### src/rtl/cr16_mc_datapath.sv
// cr16_mc_datapath: multicycle CR16 baseline core with register file, ALU,
// shifter, flag register, PC and a single request/ready memory port.
module cr16_mc_datapath #(
   parameter int unsigned      WIDTH    = 16,
   parameter logic [WIDTH-1:0] RESET_PC = '0
) (
   input  logic             clk,
   input  logic             reset,
   output logic             mem_req,
   output logic             mem_we,
   output logic [WIDTH-1:0] mem_addr,
   output logic [WIDTH-1:0] mem_wdata,
   input  logic [WIDTH-1:0] mem_rdata,
   input  logic             mem_ready,
   output logic [4:0]       flags,
   output logic [WIDTH-1:0] pc,
   input  logic [3:0]       dbg_addr,
   output logic [WIDTH-1:0] dbg_data
);

   localparam int unsigned      MSB  = WIDTH - 1;
   localparam logic [WIDTH-1:0] WLIM = WIDTH'(WIDTH);
   // flag bit positions within {C,L,F,Z,N}
   localparam int unsigned F_C = 4;
   localparam int unsigned F_L = 3;
   localparam int unsigned F_F = 2;
   localparam int unsigned F_Z = 1;
   localparam int unsigned F_N = 0;

   typedef enum logic [2:0] {S_FETCH, S_DECODE, S_EXEC, S_MEM, S_WB} state_t;

   state_t           state_q;
   logic [15:0]      ir_q;
   logic [WIDTH-1:0] pc_q;
   logic [4:0]       flags_q;
   logic [WIDTH-1:0] opa_q;   // R[rd]
   logic [WIDTH-1:0] opb_q;   // R[rs]
   logic [WIDTH-1:0] res_q;
   logic [WIDTH-1:0] regs_q [16];

   logic [3:0]       op, rd, ext, rs;
   logic [WIDTH-1:0] imm_sx, sh5_sx;
   logic             alu_imm, alu_ok;
   logic [3:0]       alu_sel;
   logic [WIDTH-1:0] alu_src;
   logic [WIDTH:0]   add_w, sub_w;
   logic             add_ovf, sub_ovf, slt;

   logic [WIDTH-1:0] ex_res, ex_pc;
   logic [4:0]       ex_flags;
   state_t           ex_next;

   assign op      = ir_q[15:12];
   assign rd      = ir_q[11:8];
   assign ext     = ir_q[7:4];
   assign rs      = ir_q[3:0];
   assign imm_sx  = {{(WIDTH-8){ir_q[7]}}, ir_q[7:0]};
   assign sh5_sx  = {{(WIDTH-5){ext[0]}}, ext[0], rs};

   // Immediate forms reuse the register-form ALU encoding held in op.
   assign alu_imm = (op == 4'b0101) || (op == 4'b1001) || (op == 4'b1011) || (op == 4'b1101);
   assign alu_ok  = alu_imm || (op == 4'b0000);
   assign alu_sel = alu_imm ? op : ext;
   assign alu_src = alu_imm ? imm_sx : opb_q;
   assign add_w   = {1'b0, opa_q} + {1'b0, alu_src};
   assign sub_w   = {1'b0, opa_q} - {1'b0, alu_src};
   assign add_ovf = (opa_q[MSB] == alu_src[MSB]) && (add_w[MSB] != opa_q[MSB]);
   assign sub_ovf = (opa_q[MSB] != alu_src[MSB]) && (sub_w[MSB] != opa_q[MSB]);
   assign slt     = $signed(opa_q) < $signed(alu_src);

   assign flags    = flags_q;
   assign pc       = pc_q;
   assign dbg_data = regs_q[dbg_addr];

   // Signed shift amount: positive shifts left, negative shifts right logically.
   function automatic logic [WIDTH-1:0] lsh(input logic [WIDTH-1:0] val,
                                            input logic [WIDTH-1:0] amt);
      logic [WIDTH-1:0] mag;
      if (amt[WIDTH-1]) begin
         mag = -amt;
         lsh = (mag >= WLIM) ? '0 : (val >> mag);
      end else begin
         lsh = (amt >= WLIM) ? '0 : (val << amt);
      end
   endfunction

   // Execute-stage result, flags, next PC and next state.
   always_comb begin
      ex_res   = opa_q;
      ex_flags = flags_q;
      ex_next  = S_FETCH;
      ex_pc    = pc_q + WIDTH'(1);
      if (alu_ok) begin
         ex_next = S_WB;
         case (alu_sel)
            4'b0101: begin
               ex_res        = add_w[WIDTH-1:0];
               ex_flags[F_C] = add_w[WIDTH];
               ex_flags[F_F] = add_ovf;
            end
            4'b1001: begin
               ex_res        = sub_w[WIDTH-1:0];
               ex_flags[F_C] = sub_w[WIDTH];
               ex_flags[F_F] = sub_ovf;
            end
            4'b1011: begin
               ex_flags[F_Z] = (opa_q == alu_src);
               ex_flags[F_L] = sub_w[WIDTH];
               ex_flags[F_N] = slt;
            end
            4'b0001: ex_res = opa_q & alu_src;
            4'b0010: ex_res = opa_q | alu_src;
            4'b0011: ex_res = opa_q ^ alu_src;
            4'b1101: ex_res = alu_src;
            default: ex_next = S_FETCH;
         endcase
      end else begin
         case (op)
            4'b1000: begin
               if (ext == 4'b0100) begin
                  ex_res  = lsh(opa_q, opb_q);
                  ex_next = S_WB;
               end else if (ext[3:1] == 3'b000) begin
                  ex_res  = lsh(opa_q, sh5_sx);
                  ex_next = S_WB;
               end
            end
            4'b0100: begin
               if ((ext == 4'b0000) || (ext == 4'b0100)) ex_next = S_MEM;
            end
            4'b1100: begin
               if (((rd == 4'b0000) && flags_q[F_Z]) ||
                   ((rd == 4'b0001) && !flags_q[F_Z]) ||
                   (rd == 4'b1110))
                  ex_pc = pc_q + imm_sx;
            end
            default: ;
         endcase
      end
   end

   // Memory port; gated by reset so a pending store is dropped immediately.
   always_comb begin
      mem_req   = 1'b0;
      mem_we    = 1'b0;
      mem_addr  = pc_q;
      mem_wdata = '0;
      if (!reset) begin
         if (state_q == S_FETCH) begin
            mem_req = 1'b1;
         end else if (state_q == S_MEM) begin
            mem_req  = 1'b1;
            mem_addr = opb_q;
            if (ext == 4'b0100) begin
               mem_we    = 1'b1;
               mem_wdata = opa_q;
            end
         end
      end
   end

   // Sequencer and architectural state.
   always_ff @(posedge clk) begin
      if (reset) begin
         state_q <= S_FETCH;
         pc_q    <= RESET_PC;
         flags_q <= '0;
         ir_q    <= '0;
         opa_q   <= '0;
         opb_q   <= '0;
         res_q   <= '0;
         for (int i = 0; i < 16; i++) regs_q[i] <= '0;
      end else begin
         case (state_q)
            S_FETCH: begin
               if (mem_ready) begin
                  ir_q    <= mem_rdata[15:0];
                  state_q <= S_DECODE;
               end
            end
            S_DECODE: begin
               opa_q   <= regs_q[rd];
               opb_q   <= regs_q[rs];
               state_q <= S_EXEC;
            end
            S_EXEC: begin
               res_q   <= ex_res;
               flags_q <= ex_flags;
               pc_q    <= ex_pc;
               state_q <= ex_next;
            end
            S_MEM: begin
               if (mem_ready) begin
                  res_q   <= mem_rdata;
                  state_q <= (ext == 4'b0100) ? S_FETCH : S_WB;
               end
            end
            S_WB: begin
               regs_q[rd] <= res_q;
               state_q    <= S_FETCH;
            end
            default: state_q <= S_FETCH;
         endcase
      end
   end

endmodule

### config.mk
export PLATFORM = sky130hd
export DESIGN_NAME = cr16_mc_datapath
export DESIGN_NICKNAME = d
export VERILOG_FILES = /design/src/rtl/cr16_mc_datapath.sv
export SDC_FILE = /design/constraint.sdc
export NUM_CORES = 1
export LEC_CHECK = 0
export CORE_MARGIN = 2
export CORE_UTILIZATION = 35
export CTS_BUF_LIST = sky130_fd_sc_hd__clkbuf_4
export CTS_CLUSTER_DIAMETER = 50
export DETAILED_ROUTE_END_ITERATION = 16
export GPL_ROUTABILITY_DRIVEN = 0
export HOLD_SLACK_MARGIN = 0.08
export SKIP_LAST_GASP = 1
export SLEW_MARGIN = 20
export SYNTH_ARGS = -nofsm -noshare
export SYNTH_HDL_FRONTEND = slang
export SYNTH_SLANG_ARGS = --single-unit
### constraint.sdc
create_clock -name clk -period 8.3 [get_ports clk]
set_clock_uncertainty 0.1 [all_clocks]
set_input_delay 1.66 -clock clk [delete_from_list [all_inputs] [get_ports clk]]
set_output_delay 1.66 -clock clk [all_outputs]
set_load 0.03 [all_outputs]
=== Word level (Yosys, flattened, before mapping) ===
Memory sizes are Yosys's and may differ from the RTL's. A register that Yosys moved wholly into a read port is not among the register bits.
Cells that the tools add are included.

* Flip-flop bits (word level): 56
* Memory bits (writable): 256
* Word-level logic and storage cells: 131
* Memories: 1

{| class="wikitable"
|+ Memory list
! memory !! words !! bits a word !! read ports !! clocked after memory_dff !! wr ports !! RTL line !! text
|-
| regs_q || 16 || 16 || 3 || 2 || 16 || 39 || <nowiki>logic [WIDTH-1:0] regs_q [16];</nowiki>
|}

* Add/subtract/negate cells: 6
* Magnitude comparators: 5
* Equality and inequality tests: 28
* Shift-type cells: 4
* Mux-type cells: 52
* Bitwise operators: 3
* Reduce and logical (&&, ||, !) cells: 26

{| class="wikitable"
|+ Operators with widths
! cell !! number
|-
| two-way mux 16 bit || 23
|-
| one-hot mux 16 bit (6 select lines) || 1
|-
| >= comparator 16 x 5 -> 1 bit (second input constant) || 4
|-
| == test 4 bit (second input constant) || 9
|-
| negator 16 bit || 2
|-
| one-hot mux 16 bit (2 select lines) || 1
|-
| left shift 16 x 16 -> 16 bit || 2
|-
| >> shifter 16 x 16 -> 16 bit || 2
|-
| two-way mux 3 bit || 7
|-
| adder 16 x 16 -> 17 bit || 1
|-
| subtractor 16 x 16 -> 17 bit || 1
|-
| adder 16 x 1 -> 16 bit (second input constant) || 1
|-
| adder 16 bit || 1
|-
| AND 16 bit || 1
|-
| == test 16 bit || 1
|-
| == test 4 x 3 -> 1 bit (second input constant) || 4
|-
| < comparator 16 bit || 1
|-
| bitwise OR 16 bit || 1
|-
| OR reduction 16 bit || 1
|-
| XOR 16 bit || 1
|-
| two-way mux 1 bit || 13
|-
| logical NOT 4 bit || 3
|-
| one-hot mux 3 bit (4 select lines) || 1
|-
| == test 4 x 1 -> 1 bit (second input constant) || 2
|-
| other kinds (19) || 40
|}

=== Longest topological paths before layout ===
Gate-level depths: netlist of the first run.

* Depth after elaboration: 10
* Gate-level depth with buffers: 18

=== Least setup slack after synthesis of the first run ===
No wires, ideal clock.

* Kind: input port to output port
* Start point: input port dbg_addr[0]
* End point: output port dbg_data[0]
* Data arrival time: 3.714 ns
* Required time: 6.540 ns
* Slack: 2.826 ns
* Stages: 4
* Buffers on the path: 2
* Cells stage by stage: clkbuf_1 -> buf_1 -> mux4_2 -> mux4_2

* Longest elaborated chain between the ends: 1

{| class="wikitable"
|+ RTL lines
! item !! RTL line !! text
|-
| start, declared || 17 || <nowiki>input logic [3:0] dbg_addr,</nowiki>
|-
| memory read (16 x 16 bit) || - ||
|-
| end, declared || 18 || <nowiki>output logic [WIDTH-1:0] dbg_data</nowiki>
|}

No other way between the ends.

=== Worst setup path in the final report of the first run ===
* Start point: input port dbg_addr[1]
* End point: output port dbg_data[12]

The elaborated chain is that of the path after synthesis.

==> results of run 1 <==
==> power by group <==
group / internal [mW] / leakage [nW] / total (mW) / switching, mW
Combinational: 0.434 / 6.24 / 1.09 / 0.654
Clock: 0.875 / 0.765 / 1.68 / 0.809
Sequential: 1.90 / 3.36 / 2.01 / 0.103
==> cell families (layout without fill, tap and decap cells) <==
logic type | Yosys count | after routing | share of synthesized area
other | 0 | 6 | 0
XOR/XNOR | 38 | 38 | 0.0124
AO/OA/AOI/OAI | 492 | 492 | 0.120
AND/OR/NAND/NOR | 855 | 855 | 0.168
flip-flops | 344 | 344 | 0.353
adder cells (fa/ha/maj) | 83 | 83 | 0.0396
buffers and inverters | 284 | 398 | 0.0410
multiplexers | 352 | 352 | 0.265
==> layout by cell type, fill, tap and decap left out, types with 8 or more instances in the layout <==
cell type | Yosys | layout
xnor2_1 | 22 | 21
buf_4 | 0 | 66
clkdlybuf4s50_1 | 0 | 90
o211ai_1 | 18 | 18
o2111ai_1 | 9 | 8
a31oi_1 | 23 | 23
nor2b_1 | 12 | 12
clkbuf_4 | 0 | 140
mux4_2 | 280 | 280
mux2_2 | 22 | 22
o22ai_1 | 15 | 15
or3_1 | 13 | 13
inv_1 | 58 | 58
nor4_1 | 30 | 29
and3_1 | 13 | 13
o221ai_1 | 9 | 9
clkinv_1 | 2 | 30
nand2b_1 | 15 | 15
nand3_1 | 41 | 41
nor3_1 | 56 | 52
ha_1 | 80 | 80
o21ai_0 | 95 | 95
nor2_1 | 126 | 125
o31ai_1 | 15 | 15
edfxtp_1 | 256 | 256
and2_1 | 266 | 266
nand2_1 | 207 | 207
xor2_1 | 16 | 16
nand3b_1 | 16 | 16
or2_2 | 24 | 24
a211oi_1 | 23 | 23
mux2i_1 | 47 | 46
dfxtp_1 | 88 | 81
a22oi_1 | 11 | 11
a221oi_1 | 21 | 21
a21oi_1 | 153 | 153
a21o_1 | 14 | 14
==> critical path, delay by kind of cell <==
kind	cells	cell delay (ns)
multiplexers	2	0.89
buffers and inverters	3	1.94
==> synth_stat cells (all sizes together), types with 8 or more instances <==
library cell	n
nand3b	16
xnor2	22
inv	61
nor2b	12
xor2	16
buf	52
a211oi	23
a21oi	153
and3	13
nand2b	15
o31ai	15
o311ai	8
or2	25
dfxtp	88
a21o	14
mux2i	47
o22ai	15
o2111ai	9
nand4	8
a22oi	11
and2	266
ha	80
a31oi	23
mux2	22
o21ai	96
nor2	126
nand2	207
or3	13
mux4	283
o211ai	18
nand3	41
a221oi	22
nor3	57
edfxtp	256
o221ai	9
nor4	32
clkbuf	169
==> final timing paths <==
kind / from / end / slack (ns) / cells past startpoint
worst max-delay path: dbg_addr[1] / dbg_data[12] / 2.01 / 5
worst min-delay path: flags[3]$_SDFFE_PP0P_ / flags[3]$_SDFFE_PP0P_ / 0.35 / 2
worst max register to register: ir_q[12]$_SDFFE_PP0P_ / res_q[14]$_SDFFE_PP0P_ / 2.62 / 14
worst min register to register: flags[3]$_SDFFE_PP0P_ / flags[3]$_SDFFE_PP0P_ / 0.35 / 2
==> metrics by stage <==
| step | instances | cell area, um^2 | hold slack [ns] | utilization | setup slack [ns] |
|---|---|---|---|---|---|
| global placement | 3362 | 28600 | 0.343 | 0.377 | 2.09 |
| CTS | 3540 | 29900 | 0.353 | 0.395 | 2.03 |
| finish | 3546 | 30000 | 0.351 | 0.395 | 2.01 |
| floorplan | 2448 | 26800 | 0.374 | - | 2.83 |
| global route | 3543 | 29900 | 0.397 | 0.395 | 1.95 |
| detailed placement | 3362 | 28600 | 0.345 | 0.377 | 2.03 |
==> sequential cells by signal, summed over array words and instances, names as in the netlist <==
name     cells
regs_q     256
ir_q        16
state_q      3
res_q       16
flags        5
opb_q       16
pc          16
opa_q       16
==> area by class of cell <==
cell class | instances | area share
Clock buffer | 140 | 0.0351
Clock inverter | 38 | 0.00848
Timing Repair Buffer | 157 | 0.0468
Tap cell | 978 | 0.0409
Sequential cell | 344 | 0.316
Antenna cell | 6 | 0.000501
Multi-Input combinational cell | 1820 | 0.544
Inverter | 63 | 0.00790
==> layer usage <==
metal	part of all wire	track usage	vias to the layer above
met5	0	0	-
met4	0.051	0.119	0
met3	0.13	0.0709	350
met2	0.45	0.380	1716
met1	0.38	0.320	11200
li1	-	-	9577
==> results.txt, run 1 <==
Yosys attributes the largest share of cell area to edfxtp_1 29%, mux4_2 24%, dfxtp_1 6.6%, and2_1 6.2%, ha_1 3.7%. Counting every sink on the clock net gives between 300 and 400. Yosys printed 0 warnings. The number of input and output port buffers inserted came out at between 90 and 100.

The area of the die is slightly below 0.08 mm^2. The achievable clock frequency is 159 MHz. Summed over all layers, the global routing overflow is 0. The number of detailed-routing iterations run before antenna repair came out at 10. The maximum count of clock buffers along a single path came out at 3. The post-synthesis register bit count is around 340. The combined area of all synthesized cells is 0.0268 mm^2. The multi-input combinational cells in the finished layout cover a total of between 0.015 and 0.02 mm^2.

Counting flops with a built-in enable in the synthesized netlist gives approximately 260. The count of buffers added by post-CTS timing repair for setup came out at 0. The insertion delay of the later-clocked pin in the worst-skew pair is about 0.90 ns. The wire length of the first global-routing pass is about 140 mm.

The maximum ir drop on the vdd rail came out at roughly 0.15 mV. The cell type with the largest total area after synthesis is edfxtp_1. The clock root buffer is clkbuf_4. The post-synthesis cell type count came out at between 90 and 100. The filler cell count is between 7000 and 8000. The final hold violation count came out at 0. The normalized max-slew margin came out at 0.229. The cell that appears most often on the critical path is mux4_2. The first-iteration detailed-routing DRC count is ~3400.

The core area came out at approximately 0.076 mm^2. After detailed routing, the number of remaining DRC violations is 0. The sequential share of the synthesized area came out at 0.353. The highest fanout seen on the critical path is 43. The number of nets with antenna violations after routing is 0. Compared with the post-synthesis result, the final layout area differs by 11.8%. For this configuration, the core starts out at a cell density of 0.353. Summed over all failing endpoints, the final setup total negative slack is 0 ns.

The number of CTS-inserted buffers is between 90 and 100. The number of slew-limit violations in the final report is 0. The delay of the slowest critical-path stage is roughly 0.85 ns.

The design draws 4.78 mW. The clock period minus final worst setup slack is about 6.3 ns. The count of hold-fix buffers inserted at cts is 0. The initial antenna violation count came out at 8. The total routing resource utilization after global routing is 0.247. In this run the worst hold path is classified as flop to flop. The signal on the critical path passes through buf_2 > buf_4 > mux4_2 > mux4_2 > clkdlybuf4s50_1.

The run finished with clean final reports. The floorplan row count came out at ~100. Registers take about 0.0095 mm^2.

The number of global-route vias before repair came out at approximately 22000. Synthesis produced a netlist whose cell count is ~2400. Setup repair after global routing left no endpoint under its margin. The leakage power total is approximately 10 nW. The category of the worst setup path launch point is an input port. The number of endpoints failing setup at the final stage came out at 0. The clock transition at the register clock pins on the worst setup and hold paths after CTS is 0.06 ns. For the worst setup path, the data arrival time is between 4 and 5 ns.

Dividing the final minimum period by the clock period gives 0.758. The critical setup path kind is input port to output pin. STA classifies the critical path endpoint as an output pin.

The number of placed I/O pins is 94. The pin count of the biggest net entering global routing came out at 70. The die is 281 um wide.

The top cell type's share of synthesized area came out at 0.287. TritonCTS built the clock tree. After the last flow step, the layout net total stands at 2589.

The share of synthesized flip-flops with an asynchronous set or reset is 0. The post-synthesis net count is about 2600. The number of instances resized during post-cts repair came out at 0. The share of post-route cells with drive strength above 1 came out at 0.228. For the pin with the worst max-slew slack, the measured transition is approximately 1.2 ns. The power density of the placed cells is approximately 160 mW/mm^2. Wires add up to 98.7 mm. The cell with the biggest individual delay on the critical path is buf_2.

Detailed routing inserted a total of between 20000 and 25000 vias. The die is approximately 280 um tall. For this run, the leading register cell type out of synthesis is edfxtp_1.

The per-cell via count in the routed design came out at 6.46. The detailed placer's ending HPWL is about 65 mm. The mean routed wirelength per cell is ~28 um. The mean post-synth cell area came out at 10.9 um^2.

The clock tree synthesis step divided the H-tree into 3 levels. At the worst endpoint, the required time is 6.54 ns. Across the run, the number of max-cap violations was 0.
Power figures use the tool's default switching activity.
==> run 2: changes to the inputs <==
clock period = 5.2 ns   (was 8.3 ns; I/O delays follow)
==> run 2 against run 1 <==
Net effect: register-to-register slack lost 2.3 ns; non-clock buffer count is 22 higher; clock-buffer cell count shrank 12; cell count is 0.14% higher; sequential share of layout area is 0.065 points lower; utilization rose by 0.081 points; cell area increased by 0.20%; sequential cell count is the same; combinational power grew 62%; first-iteration DRC count grew 14%; critical endpoint is now mem_wdata[3].
==> results.txt, run 2 (synthesis gave the netlist of run 1 again) <==
The detailed-route DRC error count is 0 (unchanged). The final instance area came to 0.0300 mm^2 (+0.20%). The number of flip-flops under the largest register name came out at 256 (unchanged). Static timing analysis puts the maximum clock frequency at roughly 200 MHz. The multi-input gate area in the final layout is 0.0163 mm^2 (about the same).

The mean routed wirelength per cell came to 28.1 um (+1.1%). The path category of the worst min-delay check is flop to flop. The library cell used most frequently in the layout, excluding fill and tap cells, is mux4_2. The setup slack at placement is 0.456 ns (-1.58 ns).

The normalized max-slew margin is 0.229 (-0.000460). The clock transition at the register clock pins on the worst setup and hold paths after CTS is 0.08 ns (+0.02 ns). Ranked by flip-flop count, first place goes to regs_q. The final hold violation count was 0 (unchanged). The number of slew-limit violations in the final report came out at 0 (unchanged). In the layout the commonest cells are 280 x mux4_2, 266 x and2_1, 256 x edfxtp_1. The buffer and inverter count on the worst path came out at 1 (-2). The horizontal extent of the die came out at 281 um (unchanged). CTS placed an instance of clkbuf_4 at the clock tree root. The number of input and output port buffers inserted came out at 93 (unchanged). The number of global-route vias before repair came out at 22200 (-0.081%). The number of detailed-routing iterations run before antenna repair is 7 (-3). Traced cell by cell, the critical path runs through nor3_1 > nand2_1 > nor4_1 > clkdlybuf4s50_1. The total routing resource utilization after global routing came out at 0.251 (+0.00396). The core area was 0.0758 mm^2 (unchanged). The initial antenna violation count is 8 (unchanged). The maximum ir drop on the vdd rail came out at 0.160 mV (+8.7%). The number of nets with antenna violations after routing came out at 0 (unchanged). The critical path data arrival time is 3.85 ns (-0.68 ns). Setup repair after global routing left no endpoint under its margin. The maximum count of clock buffers along a single path is 3 (unchanged).

The total number of H-tree levels is 3 (unchanged). The via count came out at 22800 (-0.19%). The share of post-route cells with drive strength above 1 is 0.232 (+0.00396).

The number of cells in the finished layout apart from fillers came to 3551 (+0.14%). The power density of the placed cells came to 248 mW/mm^2 (+56%). The floorplan row count is 101 (unchanged).

The die extent in y came out at 281 um (unchanged). The filler cell count is 7312 (-0.055%). The instance area after placement came out at 0.0288 mm^2 (+0.70%). The per-cell via count in the routed design came to 6.43 (-0.33%).

The number of max-capacitance violations reported came out at 0 (unchanged). The wire length of the first global-routing pass came to 147 mm (+1.2%). The aggregate global routing overflow is 0 (unchanged). The critical path in this run is classified as flop to output pin. The number of endpoints failing setup at the final stage came out at 0 (unchanged). The part of the total power dissipated in combinational logic is 0.237 (+0.009).

The clock power share is 0.334 (-0.018). The end-of-flow core utilization came out at 0.396 (+0.000808). The number of placed I/O pins came out at 94 (unchanged). The required arrival time at the worst endpoint is 4.06 ns (-2.48 ns). The power spent charging and discharging nets came to 2.50 mW (+60%).

The first-iteration detailed-routing DRC count came out at 3900 (+14%). STA classifies the critical path startpoint as a flop. The initial cell density of the core came out at 0.353 (unchanged). The run finished with clean final reports.

The footprint of the flip-flops and latches is 0.00947 mm^2 (unchanged). The number of placed cells counting well taps came out at 3384 (+0.65%). The worst hold slack after final layout came out at 0.362 ns (+0.0109 ns). The number of CTS-inserted buffers is 92 (-5.2%). In this design, the largest share of critical-path delay is due to simple AND/OR/NAND/NOR gates. The area of the die was 0.0787 mm^2 (unchanged).

The delay of the slowest critical-path stage is 0.75 ns (-0.10 ns). The TritonCTS sink count is 344 (unchanged). The insertion delay of the later-clocked pin in the worst-skew pair is 0.96 ns (+0.06 ns). The part of the cycle the worst path needs is 0.959. The part of the power in registers came out at 0.429 (+0.009). The detailed placer's ending HPWL is 66.8 mm (+2.8%).

The fraction of power spent switching nets came out at 0.335 (+0.00788). The area overhead of the layout relative to synthesis is 12.1%. The final wirelength is 99.9 mm (+1.2%). The setup TNS is 0 ns (unchanged). The leakage power total is 10.4 nW (+0.46%). The power after layout came out at 7.45 mW (+56%).

The critical path endpoint category is an output pin. The smallest setup slack after layout is 0.213 ns (-1.79 ns). The pin count of the biggest net entering global routing came out at 69 (-1.4%).

The count of buffers added by post-CTS timing repair for setup is 0 (unchanged). The net total in the final layout is 2606 (+0.66%). For this design, the slowest cell found on the critical path is clkdlybuf4s50_1.

The highest fanout seen on the critical path came out at 20 (-53%). The smallest clock period supported by the final layout is computed as 4.99 ns. TritonCTS built the clock tree.

The transition at the pin with the smallest max-transition slack came to 1.16 ns (+0.000690 ns). The cell-internal power is 4.95 mW (+54%).
run 2: power by group through the flow:
| stage | Sequential (mW) | Clock (mW) | Combinational, mW |
|---|---|---|---|
| global route | 3.21 | 2.66 | 1.86 |
| global placement | 3.24 | 0 | 1.69 |
| CTS | 3.19 | 2.52 | 1.72 |
| detailed placement | 3.25 | 0 | 1.72 |
| finish | 3.20 | 2.49 | 1.77 |
| floorplan | 3.15 | 0 | 1.23 |
run 2: repair_timing:
item,CTS,global route
setup endpoints to repair,0,1
gates resized for setup,0,2
hold buffers,0,0
run 2: worst min-delay path, cell delays in order (launching register included):
cell	delay, ns
dfxtp_1	0.31
nand2_1	0.05
a21oi_1	0.05
run 2: path summary, 6_finish.rpt:
kind	from	slack, ns	end	depth (start not counted)
worst max register to register	ir_q[15]$_SDFFE_PP0P_	0.37	flags[4]$_SDFFE_PP0P_	14
worst min register to register	flags[3]$_SDFFE_PP0P_	0.36	flags[3]$_SDFFE_PP0P_	2
worst max-delay path	ir_q[7]$_SDFFE_PP0P_	0.21	mem_wdata[3]	4
worst min-delay path	flags[3]$_SDFFE_PP0P_	0.36	flags[3]$_SDFFE_PP0P_	2
run 2: area by class of cell:
type	instances	share of cell area
clock buffer	128	0.0320
multi-input combinational	1820	0.543
clock inverter	36	0.00696
inverter	63	0.00788
sequential	344	0.315
antenna	3	0.000250
tap	978	0.0408
timing repair buffer	179	0.0538
run 2: metal layers:
layer	GRT usage	routed length (um)	part of all wire
met1	0.330	37600	0.38
met2	0.393	45400	0.45
met3	0.0603	12300	0.12
met4	0.113	4570	0.046
met5	0	11	0.00011
